### config.mk
export PLATFORM = sky130hd
export DESIGN_NAME = door_ctrl
export DESIGN_NICKNAME = d
export VERILOG_FILES = /design/src/rtl/door_ctrl_pkg.sv /design/src/rtl/door_timer.sv /design/src/rtl/door_ctrl.sv
export SDC_FILE = /design/constraint.sdc
export NUM_CORES = 1
export LEC_CHECK = 0
export CAP_MARGIN = 25
export CORE_MARGIN = 4
export CORE_UTILIZATION = 48
export DETAILED_ROUTE_END_ITERATION = 12
export PLACE_DENSITY = 0.8
export RECOVER_POWER = 50
export SETUP_SLACK_MARGIN = 0.1
export SLEW_MARGIN = 20
export SYNTH_ARGS = -nofsm -noshare
export SYNTH_HDL_FRONTEND = slang
export SYNTH_SLANG_ARGS = --single-unit
### constraint.sdc
create_clock -name clk -period 2.2 [get_ports clk]
set_clock_uncertainty 0.15 [all_clocks]
set_input_delay 0.66 -clock clk [delete_from_list [all_inputs] [get_ports clk]]
set_output_delay 0.66 -clock clk [all_outputs]
set_load 0.005 [all_outputs]
### src/rtl/door_ctrl_pkg.sv
// Shared encodings for the door controller: door commands, motor drive codes,
// engine codes and the door state machine states.
package door_ctrl_pkg;

   localparam logic [1:0] DOOR_IDLE  = 2'd0;
   localparam logic [1:0] DOOR_OPEN  = 2'd1;
   localparam logic [1:0] DOOR_CLOSE = 2'd2;

   localparam logic [1:0] MOT_STOP   = 2'd0;
   localparam logic [1:0] MOT_OPEN   = 2'd1;
   localparam logic [1:0] MOT_CLOSE  = 2'd2;

   localparam logic [1:0] ENG_IDLE   = 2'd0;

   typedef enum logic [2:0] {
      ST_CLOSED  = 3'd0,
      ST_OPENING = 3'd1,
      ST_OPENED  = 3'd2,
      ST_CLOSING = 3'd3,
      ST_FAULT   = 3'd4
   } door_state_t;

   function automatic logic [1:0] motor_of(input door_state_t st);
      case (st)
         ST_OPENING: motor_of = MOT_OPEN;
         ST_CLOSING: motor_of = MOT_CLOSE;
         default:    motor_of = MOT_STOP;
      endcase
   endfunction

endpackage

### src/rtl/door_timer.sv
// Dwell counter: clears on request, counts while enabled, saturates at i_lim.
// o_tc flags that the count has reached the limit.
module door_timer #(
   parameter int CNT_W = 8
) (
   input  logic             clk,
   input  logic             i_rst_n,
   input  logic             i_clr,
   input  logic             i_en,
   input  logic [CNT_W-1:0] i_lim,
   output logic             o_tc
);

   logic [CNT_W-1:0] r_cnt;

   always_ff @(posedge clk) begin
      if (!i_rst_n)
         r_cnt <= '0;
      else if (i_clr)
         r_cnt <= '0;
      else if (i_en && (r_cnt != i_lim))
         r_cnt <= r_cnt + 1'b1;
   end

   assign o_tc = (r_cnt == i_lim);

endmodule

### src/rtl/door_ctrl.sv
// Elevator door controller: drives the door motor between limit switches,
// reverses on obstruction, and latches a fault on timeouts or interlock breaches.
module door_ctrl
   import door_ctrl_pkg::*;
#(
   parameter int MOVE_TIMEOUT = 200,
   parameter int HOLD_CYCLES  = 100,
   parameter int CNT_W        = 8
) (
   input  logic       clk,
   input  logic       reset,
   input  logic [1:0] door_cmd,
   input  logic [1:0] engine,
   input  logic       lim_open,
   input  logic       lim_closed,
   input  logic       obstruct,
   input  logic       fault_clr,
   output logic [1:0] motor,
   output logic       door_closed,
   output logic       door_opened,
   output logic       busy,
   output logic       fault
);

   localparam logic [CNT_W-1:0] LIM_MOVE = CNT_W'(MOVE_TIMEOUT - 1);
   localparam logic [CNT_W-1:0] LIM_HOLD = CNT_W'(HOLD_CYCLES);

   door_state_t      r_state;
   door_state_t      w_next;
   door_state_t      w_state_d;
   door_state_t      w_sw_state;
   logic [1:0]       r_motor;
   logic             r_closed;
   logic             r_opened;
   logic             r_busy;
   logic             r_fault;
   logic             w_tc;
   logic             w_tmr_clr;
   logic             w_tmr_en;
   logic [CNT_W-1:0] w_tmr_lim;

   // Where the door is judged to be from the switches alone; used on reset and fault recovery.
   always_comb begin
      w_sw_state = ST_CLOSING;
      if (lim_closed)
         w_sw_state = ST_CLOSED;
      else if (lim_open)
         w_sw_state = ST_OPENED;
   end

   always_comb begin
      w_next = r_state;
      if (lim_open && lim_closed)
         w_next = ST_FAULT;
      else if ((engine != ENG_IDLE) && (r_state != ST_CLOSED))
         w_next = ST_FAULT;
      else begin
         case (r_state)
            ST_CLOSED:
               if (door_cmd == DOOR_OPEN && engine == ENG_IDLE)
                  w_next = ST_OPENING;
            ST_OPENING:
               if (lim_open)
                  w_next = ST_OPENED;
               else if (w_tc)
                  w_next = ST_FAULT;
            ST_OPENED:
               if (door_cmd == DOOR_CLOSE && w_tc && !obstruct)
                  w_next = ST_CLOSING;
            ST_CLOSING:
               if (obstruct || door_cmd == DOOR_OPEN)
                  w_next = ST_OPENING;
               else if (lim_closed)
                  w_next = ST_CLOSED;
               else if (w_tc)
                  w_next = ST_FAULT;
            ST_FAULT:
               if (fault_clr)
                  w_next = w_sw_state;
            default:
               w_next = ST_FAULT;
         endcase
      end
   end

   always_comb begin
      w_state_d = w_next;
      if (!reset)
         w_state_d = w_sw_state;
   end

   // Timer restarts on every state change; in OPENED it saturates at the hold limit.
   assign w_tmr_clr = (w_next != r_state);
   assign w_tmr_en  = (r_state == ST_OPENING) || (r_state == ST_CLOSING) ||
                      (r_state == ST_OPENED);
   assign w_tmr_lim = (r_state == ST_OPENED) ? LIM_HOLD : LIM_MOVE;

   door_timer #(.CNT_W(CNT_W)) u_timer (
      .clk     (clk),
      .i_rst_n (reset),
      .i_clr   (w_tmr_clr),
      .i_en    (w_tmr_en),
      .i_lim   (w_tmr_lim),
      .o_tc    (w_tc)
   );

   always_ff @(posedge clk) begin
      r_state  <= w_state_d;
      r_motor  <= reset ? motor_of(w_state_d) : MOT_STOP;
      r_closed <= (w_state_d == ST_CLOSED);
      r_opened <= (w_state_d == ST_OPENED);
      r_busy   <= (w_state_d == ST_OPENING) || (w_state_d == ST_CLOSING);
      r_fault  <= (w_state_d == ST_FAULT);
   end

   assign motor       = r_motor;
   assign door_closed = r_closed;
   assign door_opened = r_opened;
   assign busy        = r_busy;
   assign fault       = r_fault;

endmodule

== After elaboration in Yosys (flattened, before gate mapping) ==
Cells that the tools add are included.

* Bits in registers: 17
* Bits in latches: 0
* RAM bits: 0
* Bits in read-only memories: 0
* Input port bits: 10
* Output and inout port bits: 6
* Word-level logic and storage cells: 54
* Memories: 0

* Add/subtract/negate cells: 1
* Multipliers: 0
* Div/mod/pow operators: 0
* Magnitude comparators: 0
* Equal/unequal tests: 13
* Shift-type cells: 0
* Muxes and demuxes: 15
* Bitwise logic cells: 1
* Reductions and logical operators: 17

{| class="wikitable"
|+ Operator list
! cell !! count
|-
| $mux 3 || 10
|-
| $pmux 3 s5 || 1
|-
| $eq 3x2->1 const B || 4
|-
| $add 8x1->8 const B || 1
|-
| $eq 8x8->1 || 1
|-
| $mux 8 || 1
|-
| $ne 8x8->1 || 1
|-
| $eq 3x1->1 const B || 2
|-
| $eq 3x3->1 const B || 2
|-
| $logic_and 1x1->1 || 6
|-
| $logic_not 3->1 || 2
|-
| $logic_or 1x1->1 || 4
|-
| $pmux 2 s2 || 1
|-
| $ne 3x3->1 || 1
|-
| $reduce_bool 3->1 || 1
|-
| $eq 2x1->1 const B || 1
|-
| $eq 2x2->1 const B || 1
|-
| $logic_not 2->1 || 1
|-
| $mux 2 || 1
|-
| $reduce_bool 2->1 || 1
|-
| $reduce_or 2->1 || 1
|-
| $logic_not 1->1 || 1
|-
| $mux 1 || 1
|-
| $not 1->1 || 1
|}

== Depth between registers and ports, before layout ==
Gate-level depths: netlist (run 1).

* Depth in word-level cells: 12
* Mapped depth: 6
* Gate-level depth less buffers: 5

== Cells and area by module ==
A second synthesis (run 1) with hierarchy kept.

* Cell total of the unflattened synthesis: 123
* Area, all modules: 1063.5 µm²

{| class="wikitable"
|+ By module, submodules not included
! module !! instances !! cells each !! area each (µm²) !! sequential area each (µm²)
|-
| door_ctrl || 1 || 69 || 578.1 || 180.2
|-
| door_timer || 1 || 54 || 485.5 || 160.2
|}

== Worst setup path after synthesis (run 1) ==
OpenSTA, ideal clock, no wires.

* Path type: in2reg
* Start point: input port lim_closed
* End point: register u_timer.r_cnt[0]
* Setup time: 0.086 ns
* Data arrival time: 1.901 ns
* Required time: 1.964 ns
* Setup slack: 0.064 ns
* Stages: 5
* Buffers on the path: 0
* Cell sequence: and4bb_2 o2111ai_1 a21o_1 a2111o_1 a211oi_1

* Word-level cells in the longest chain between the ends: 7
* Elaborated cells between the ends (all ways): 10
* Those cells by class: 1 x eq/ne; 7 x mux; 2 x reduce/logical

{| class="wikitable"
|+ RTL lines
! what !! line !! source
|-
| start, declared || door_ctrl.sv:15 || <nowiki>input logic lim_closed,</nowiki>
|-
| $mux 2 / $mux 3 (equally long branches) || door_ctrl.sv:45, door_ctrl.sv:73 ||
|-
| $mux 3, on equally long branches || door_ctrl.sv:78, door_ctrl.sv:71 ||
|-
| $pmux 3 s5 || door_ctrl.sv:58 || <nowiki>case (r_state)</nowiki>
|-
| $mux 3 || door_ctrl.sv:55 || <nowiki>else if ((engine != ENG_IDLE) && (r_state != ST_CLOSED))</nowiki>
|-
| $mux 3 * || door_ctrl.sv:53 || <nowiki>if (lim_open && lim_closed)</nowiki>
|-
| $ne 3x3->1 * || door_ctrl.sv:93 || <nowiki>assign w_tmr_clr = (w_next != r_state);</nowiki>
|-
| $reduce_or 2->1 (no line) * || -- ||
|-
| end signal, assigned || door_timer.sv:22 || <nowiki>r_cnt <= r_cnt + 1'b1;</nowiki>
|-
| end, declared || door_timer.sv:14 || <nowiki>logic [CNT_W-1:0] r_cnt;</nowiki>
|}

Mark *: on every way between the ends. The rest lies on a longest branch, timed or not.
A chain may end at the register's enable or synchronous reset.

== Final worst setup path (run 1) ==
* Start point: input port lim_closed
* End point: register u_timer.r_cnt[5]

Same word-level chain as after synthesis.

==> results.sh, run 1 <==
export IMPL_grt_pass1_wl_um=5180
export IMPL_yosysWarnings=0
export IMPL_fin_crit_ns=2.07
export IMPL_hpwl_um=2190
export IMPL_ys_flop_type="dfxtp_1"
export IMPL_gp_congestion=0.958
export IMPL_numCtsBuffers=3
export IMPL_grt_overflow=0
export IMPL_grt_pass1_vias=1095
export IMPL_drv_slew=0
export IMPL_synth_most_common_cell="dfxtp_1"
export IMPL_tns_ns=0
export IMPL_use_met2_pct=36.9
export IMPL_clkSlewWorstSetupHoldPaths_ns=0.10
export IMPL_yosysTopAreaCellShare_pct=30.7
export IMPL_async_reset_ff_share_pct=0
export IMPL_syn_cell_area_sq_um=1110
export IMPL_syn_area_per_cell_sq_um=10.1
export IMPL_p_per_area_nw_per_um2=455
export IMPL_cts_buffer_depth=2
export IMPL_use_met3_pct=3.94
export IMPL_grt_busiest_layer="met2"
export IMPL_r2r_slack_ns=0.15
export IMPL_hold_viol=0
export IMPL_cts_root_buffer="clkbuf_4"
export IMPL_synth_seq_area_share_pct=30.7
export IMPL_via_per_inst=6.15
export IMPL_start_kind="primary input"
export IMPL_ir_worst_vdd_mv=0.436
export IMPL_clk_latency_ns=0.30
export IMPL_synth_seq_cells=17
export IMPL_worst_pin_slew_ns=0.402
export IMPL_die_h_um=56.0
export IMPL_syn_inst=110
export IMPL_num_vias=1101
export IMPL_worstHoldStart="u_timer.r_cnt[4]"
export IMPL_use_met1_pct=24.0
export IMPL_clock_sinks=17
export IMPL_status="finished clean"
export IMPL_rsz0062_at_grt="no"
export IMPL_diodes=0
export IMPL_boundaryPins=16
export IMPL_fmax_mhz=484
export IMPL_drive_gt1_share_pct=46.4
export IMPL_drt_iter0_drc=32
export IMPL_die_area_sq_um=3140
export IMPL_setup_violations=0
export IMPL_worstPathRequired_ns=2.28
export IMPL_die_x_um=56.0
export IMPL_grt_use_total_pct=20.9
export IMPL_cts_tree="built"
export IMPL_cap_viol_max_count=0
export IMPL_synth_area_leader_cell="dfxtp_1"
export IMPL_ant_nets=0
export IMPL_worst_r2r_path_depth=6
export IMPL_core_area_sq_um=2210
export IMPL_min_path_type="flip-flop to flip-flop"
export IMPL_p_total_uw=728
export IMPL_routed_wl_um=3060
export IMPL_cp_max_fo=8
export IMPL_holdPathEnd="u_timer.r_cnt[4]"
export IMPL_grt_start_max_net_pins=11
export IMPL_rr_endpoint="u_timer.r_cnt[5]"
export IMPL_synth_area_leaders="dfxtp_1, a211oi_1, xor2_1, nand4_1, buf_6"
export IMPL_h_tree_depth=1
export IMPL_antenna_found_initial=0
export IMPL_wl_per_cell_um=17.1
export IMPL_synth_distinct_cells=50
export IMPL_end_kind="flip-flop"
export IMPL_drc=0
export IMPL_synthTopCellsByCount="dfxtp_1, a211oi_1, nand4_1"
export IMPL_synth_edf_count=0
export IMPL_dp_cells=171
export IMPL_max_stage_delay_ns=0.54
export IMPL_first_pass_iters=5
export IMPL_synthesis_nets=121
export IMPL_nFillCells=163
export IMPL_whs_path_depth=2
export IMPL_rows=17
export IMPL_max_slew_margin_pct=72.8
export IMPL_leakage_uw=0.000613
export IMPL_critPathArrivalTime_ns=2.15
export IMPL_period_share_pct=93.9
export IMPL_start_util_pct=50.1
export IMPL_area_growth_synth_to_final_pct=44.5
export IMPL_path_class="primary input to flip-flop"
export IMPL_path_cells="buf_6 > and4bb_2 > o2111ai_1 > a21o_1 > a2111o_2 > a211oi_2"
export IMPL_portBuffers=15
export IMPL_layoutNonFillerInstCount=179
export IMPL_final_nets=163
export IMPL_critPathSlowestCell="a2111o_2"
export IMPL_reg2reg_from="u_timer.r_cnt[0]"
-- per-stage QoR --
stage	hold slack (ns)	cell area (sq um)	worst slack, ns	utilization, %
global placement	0.429	1420	-0.467	64.3
detailed placement	0.433	1420	-0.544	64.3
floorplan	0.406	1110	0.0927	-
CTS	0.483	1530	0.100	69.2
finish	0.497	1600	0.133	72.3
global route	0.540	1600	0.0705	72.3
-- worst max-delay path: cells and delay by family --
kind | cells | cell delay [ns]
AO/OA/AOI/OAI | 4 | 1.05
AND/OR/NAND/NOR | 1 | 0.32
buffers and inverters | 1 | 0.10
-- cell usage in the layout (no fill, tap or decap), types with 2 or more instances in the layout --
master,count
nor2_1,3
buf_6,3
nand2_1,4
buf_4,21
inv_1,2
a21o_1,2
dlygate4sd3_1,6
dfxtp_2,4
o31a_1,2
dlygate4sd2_1,3
buf_2,2
nand4_1,6
o21ai_1,5
nor2b_1,2
dfxtp_1,12
o2111ai_1,2
and3_1,3
nor4b_1,2
clkbuf_4,4
a21oi_1,3
xor2_1,5
a211oi_2,7
-- kinds of logic (layout without fill, tap and decap cells) --
logic type	count (synthesis)	after routing	share of synthesized area, %
buf+inv	6	47	4.07
xor+xnor	6	6	4.75
simple gates	43	43	29.5
mux	2	2	2.26
flops	17	17	30.7
compound gates	35	35	27.6
fa+ha+maj	1	1	1.13
-- where the power goes --
group | internal (uW) | leakage, uW | switching (uW)
clock | 68.0 | 0.0000177 | 102
combinational | 112 | 0.000454 | 113
sequential | 323 | 0.000141 | 10.2
total | 503 | 0.000613 | 225
-- flip-flops by register name (all words and copies together) (netlist names) --
signal,flops
motor,2
busy,1
u_timer.r_cnt,8
door_closed,1
fault,1
r_state,3
door_opened,1
-- worst max path at each step --
| stage | start | end | slack [ns] | cells after the start |
|---|---|---|---|---|
| floorplan | lim_closed | u_timer.r_cnt[3] | 0.09 | 5 |
| global placement | engine[1] | u_timer.r_cnt[3] | -0.47 | 6 |
| detailed placement | lim_closed | u_timer.r_cnt[5] | -0.54 | 6 |
| CTS | engine[0] | u_timer.r_cnt[5] | 0.10 | 6 |
| global route | lim_closed | u_timer.r_cnt[5] | 0.07 | 6 |
| finish | lim_closed | u_timer.r_cnt[5] | 0.13 | 6 |
-- timing repair --
item,CTS,global route
resized for setup,35,18
setup endpoints to repair,15,8
buffers inserted,2,3
hold buffers,0,0
pin swaps,9,10
-- routing by layer --
metal,wire length [um],vias to the layer above
met5,0,-
met4,76,0
met3,163,10
met2,1540,42
met1,1290,526
li1,-,523
-- area by class of cell --
| class | instances | area (sq um) | area share, % |
|---|---|---|---|
| multi-input cells | 87 | 837 | 52.3 |
| clock inverters | 1 | 5.00 | 0.313 |
| flip-flops and latches | 17 | 349 | 21.8 |
| inverters | 3 | 11.3 | 0.704 |
| well taps | 28 | 35.0 | 2.19 |
| clock buffers | 3 | 22.5 | 1.41 |
| repair buffers | 40 | 340 | 21.3 |
Note: power is estimated with default switching activity, not from simulation.
==> run 2: changes to the inputs <==
--- a/config.mk
+++ b/config.mk
@@ -12,7 +12,7 @@
 export PLACE_DENSITY = 0.8
 export RECOVER_POWER = 50
 export SETUP_SLACK_MARGIN = 0.1
-export SLEW_MARGIN = 20
+export SKIP_CTS_REPAIR_TIMING = 1
 export SYNTH_ARGS = -nofsm -noshare
 export SYNTH_HDL_FRONTEND = slang
 export SYNTH_SLANG_ARGS = --single-unit
==> run 2 against run 1 <==
Against the previous run:
- maximum frequency is 1.5% lower
- register-to-register slack worse by 0.05 ns
- global-route usage is 1.5 points lower
- sequential power hardly changed
- die area stayed put
- count of clock-buffer cells in the layout stayed put
- critical endpoint is now u_timer.r_cnt[2]
==> results.sh, run 2 (synthesis results as in run 1) <==
export IMPL_drc=0
export IMPL_dpl_cell_area_sq_um=1420
export IMPL_grt_pass1_vias=1037
export IMPL_die_h_um=56.0
export IMPL_rsz0062_at_grt="yes"
export IMPL_via_per_inst=6.05
export IMPL_num_vias=1083
export IMPL_antenna_found_initial=0
export IMPL_clkPwrFrac_pct=23.5
export IMPL_design_area_sq_um=1570
export IMPL_power_internal_uw=498
export IMPL_switching_share_pct=30.5
export IMPL_start_util_pct=50.1
export IMPL_period_share_pct=95.4
export IMPL_cts_tree="built"
export IMPL_grt_start_max_net_pins=11
export IMPL_status="finished clean"
export IMPL_grt_use_total_pct=19.4
export IMPL_area_growth_synth_to_final_pct=41.6
export IMPL_h_tree_depth=1
export IMPL_max_slew_margin_pct=72.1
export IMPL_hpwl_um=2190
export IMPL_power_frac_seq_pct=46.4
export IMPL_die_x_um=56.0
export IMPL_clkSlewWorstSetupHoldPaths_ns=0.10
export IMPL_min_path_type="flip-flop to flip-flop"
export IMPL_max_stage_delay_ns=0.55
export IMPL_drive_gt1_share_pct=41.1
export IMPL_hold_viol=0
export IMPL_cap_viol_max_count=0
export IMPL_clk_latency_ns=0.30
export IMPL_largest_register="u_timer.r_cnt"
export IMPL_nFillCells=168
export IMPL_drv_slew=0
export IMPL_boundaryPins=16
export IMPL_first_pass_iters=4
export IMPL_p_per_area_nw_per_um2=457
export IMPL_core_area_sq_um=2210
export IMPL_cts_root_buffer="clkbuf_4"
export IMPL_grt_pass1_wl_um=4850
export IMPL_routed_wl_um=3060
export IMPL_power_switching_uw=219
export IMPL_largest_reg_flops=8
export IMPL_clock_sinks=17
export IMPL_grt_overflow=0
export IMPL_p_total_uw=717
export IMPL_die_area_sq_um=3140
export IMPL_worstPathRequired_ns=2.24
export IMPL_end_kind="flip-flop"
export IMPL_fin_crit_ns=2.10
export IMPL_drt_iter0_drc=37
export IMPL_ant_nets=0
export IMPL_final_common_cell="buf_4"
export IMPL_cts_buffer_depth=2
export IMPL_final_nets=163
export IMPL_gp_congestion=0.958
export IMPL_path_cells="or4b_1 > mux2_4 > o211a_4 > o21ai_4 > buf_4 > a211oi_1"
export IMPL_start_kind="flip-flop"
export IMPL_cp_max_fo=4
export IMPL_ir_worst_vdd_mv=0.432
export IMPL_rows=17
export IMPL_wl_per_cell_um=17.1
export IMPL_mostFrequentLayoutCells="buf_4, dfxtp_1, nand4_1, a211oi_2"
export IMPL_critPathSlowestCell="or4b_1"
export IMPL_critPathArrivalTime_ns=2.14
export IMPL_worst_pin_slew_ns=0.417
export IMPL_diodes=0
export IMPL_path_class="flip-flop to flip-flop"
export IMPL_p_comb_share_pct=30.1
export IMPL_leakage_uw=0.000634
export IMPL_setup_violations=0
export IMPL_portBuffers=15
export IMPL_fmax_mhz=476
export IMPL_numCtsBuffers=3
## run 2: cell types whose count changed in the layout (fill, tap and decap cells not counted), moves of 2 or more
cell / before / now
clkdlybuf4s50_1: 1 / 3
dlygate4sd2_1: 3 / 0
dlygate4sd3_1: 6 / 4
dlymetal6s2s_1: 0 / 5
a211oi_1: 0 / 2
dfxtp_2: 4 / 2
buf_4: 21 / 23
dfxtp_1: 12 / 14
buf_2: 2 / 0
buf_6: 3 / 1
## run 2: layout make-up
| cell class | instances | area, sq um | area share (%) |
|---|---|---|---|
| Clock inverter | 1 | 5.00 | 0.319 |
| Tap cell | 28 | 35.0 | 2.23 |
| Inverter | 3 | 11.3 | 0.718 |
| Clock buffer | 3 | 22.5 | 1.44 |
| Sequential cell | 17 | 347 | 22.1 |
| Timing Repair Buffer | 40 | 338 | 21.5 |
| Multi-Input combinational cell | 87 | 810 | 51.6 |
## run 2: layer usage
metal	vias to the layer above	track usage, %	part of all wire, %
met5	-	0	0
met4	0	10.5	2.3
met3	5	3.71	4.7
met2	31	31.6	50
met1	520	24.0	43
li1	527	-	-
## run 2: final timing paths
check | from | to | slack (ns) | cells after the start
worst max-delay path | u_timer.r_cnt[0] | u_timer.r_cnt[2] | 0.10 | 6
worst min-delay path | u_timer.r_cnt[4] | u_timer.r_cnt[4] | 0.49 | 2
worst max register to register | u_timer.r_cnt[0] | u_timer.r_cnt[2] | 0.10 | 6
worst min register to register | u_timer.r_cnt[4] | u_timer.r_cnt[4] | 0.49 | 2
## run 2: power groups by stage
stage | sequential, uW | combinational [uW] | clock [uW]
6_report | 333 | 216 | 168
5_1_grt | 335 | 232 | 201
3_5_place_dp | 340 | 193 | 0
2_1_floorplan | 338 | 106 | 0
3_3_place_gp | 339 | 189 | 0
4_1_cts | 333 | 194 | 173
## run 2: per-stage QoR
| stage | worst slack [ns] | cells | hold WS [ns] | utilization [%] | TNS (ns) |
|---|---|---|---|---|---|
| 5_1_grt | 0.0415 | 179 | 0.541 | 70.9 | 0 |
| 2_1_floorplan | 0.0927 | 110 | 0.406 | - | 0 |
| 4_1_cts | -0.227 | 175 | 0.449 | 65.6 | -1.62 |
| 3_5_place_dp | -0.544 | 171 | 0.433 | 64.3 | -6.44 |
| 3_3_place_gp | -0.467 | 171 | 0.429 | 64.3 | -5.69 |
| 6_report | 0.101 | 179 | 0.493 | 70.9 | 0 |
## run 2: critical path: cells and delay by family (launching register included)
| kind | cells | cell delay [ns] |
|---|---|---|
| multiplexers | 1 | 0.31 |
| AND/OR/NAND/NOR | 1 | 0.55 |
| flip-flops | 1 | 0.32 |
| buffers and inverters | 1 | 0.16 |
| AO/OA/AOI/OAI | 3 | 0.49 |
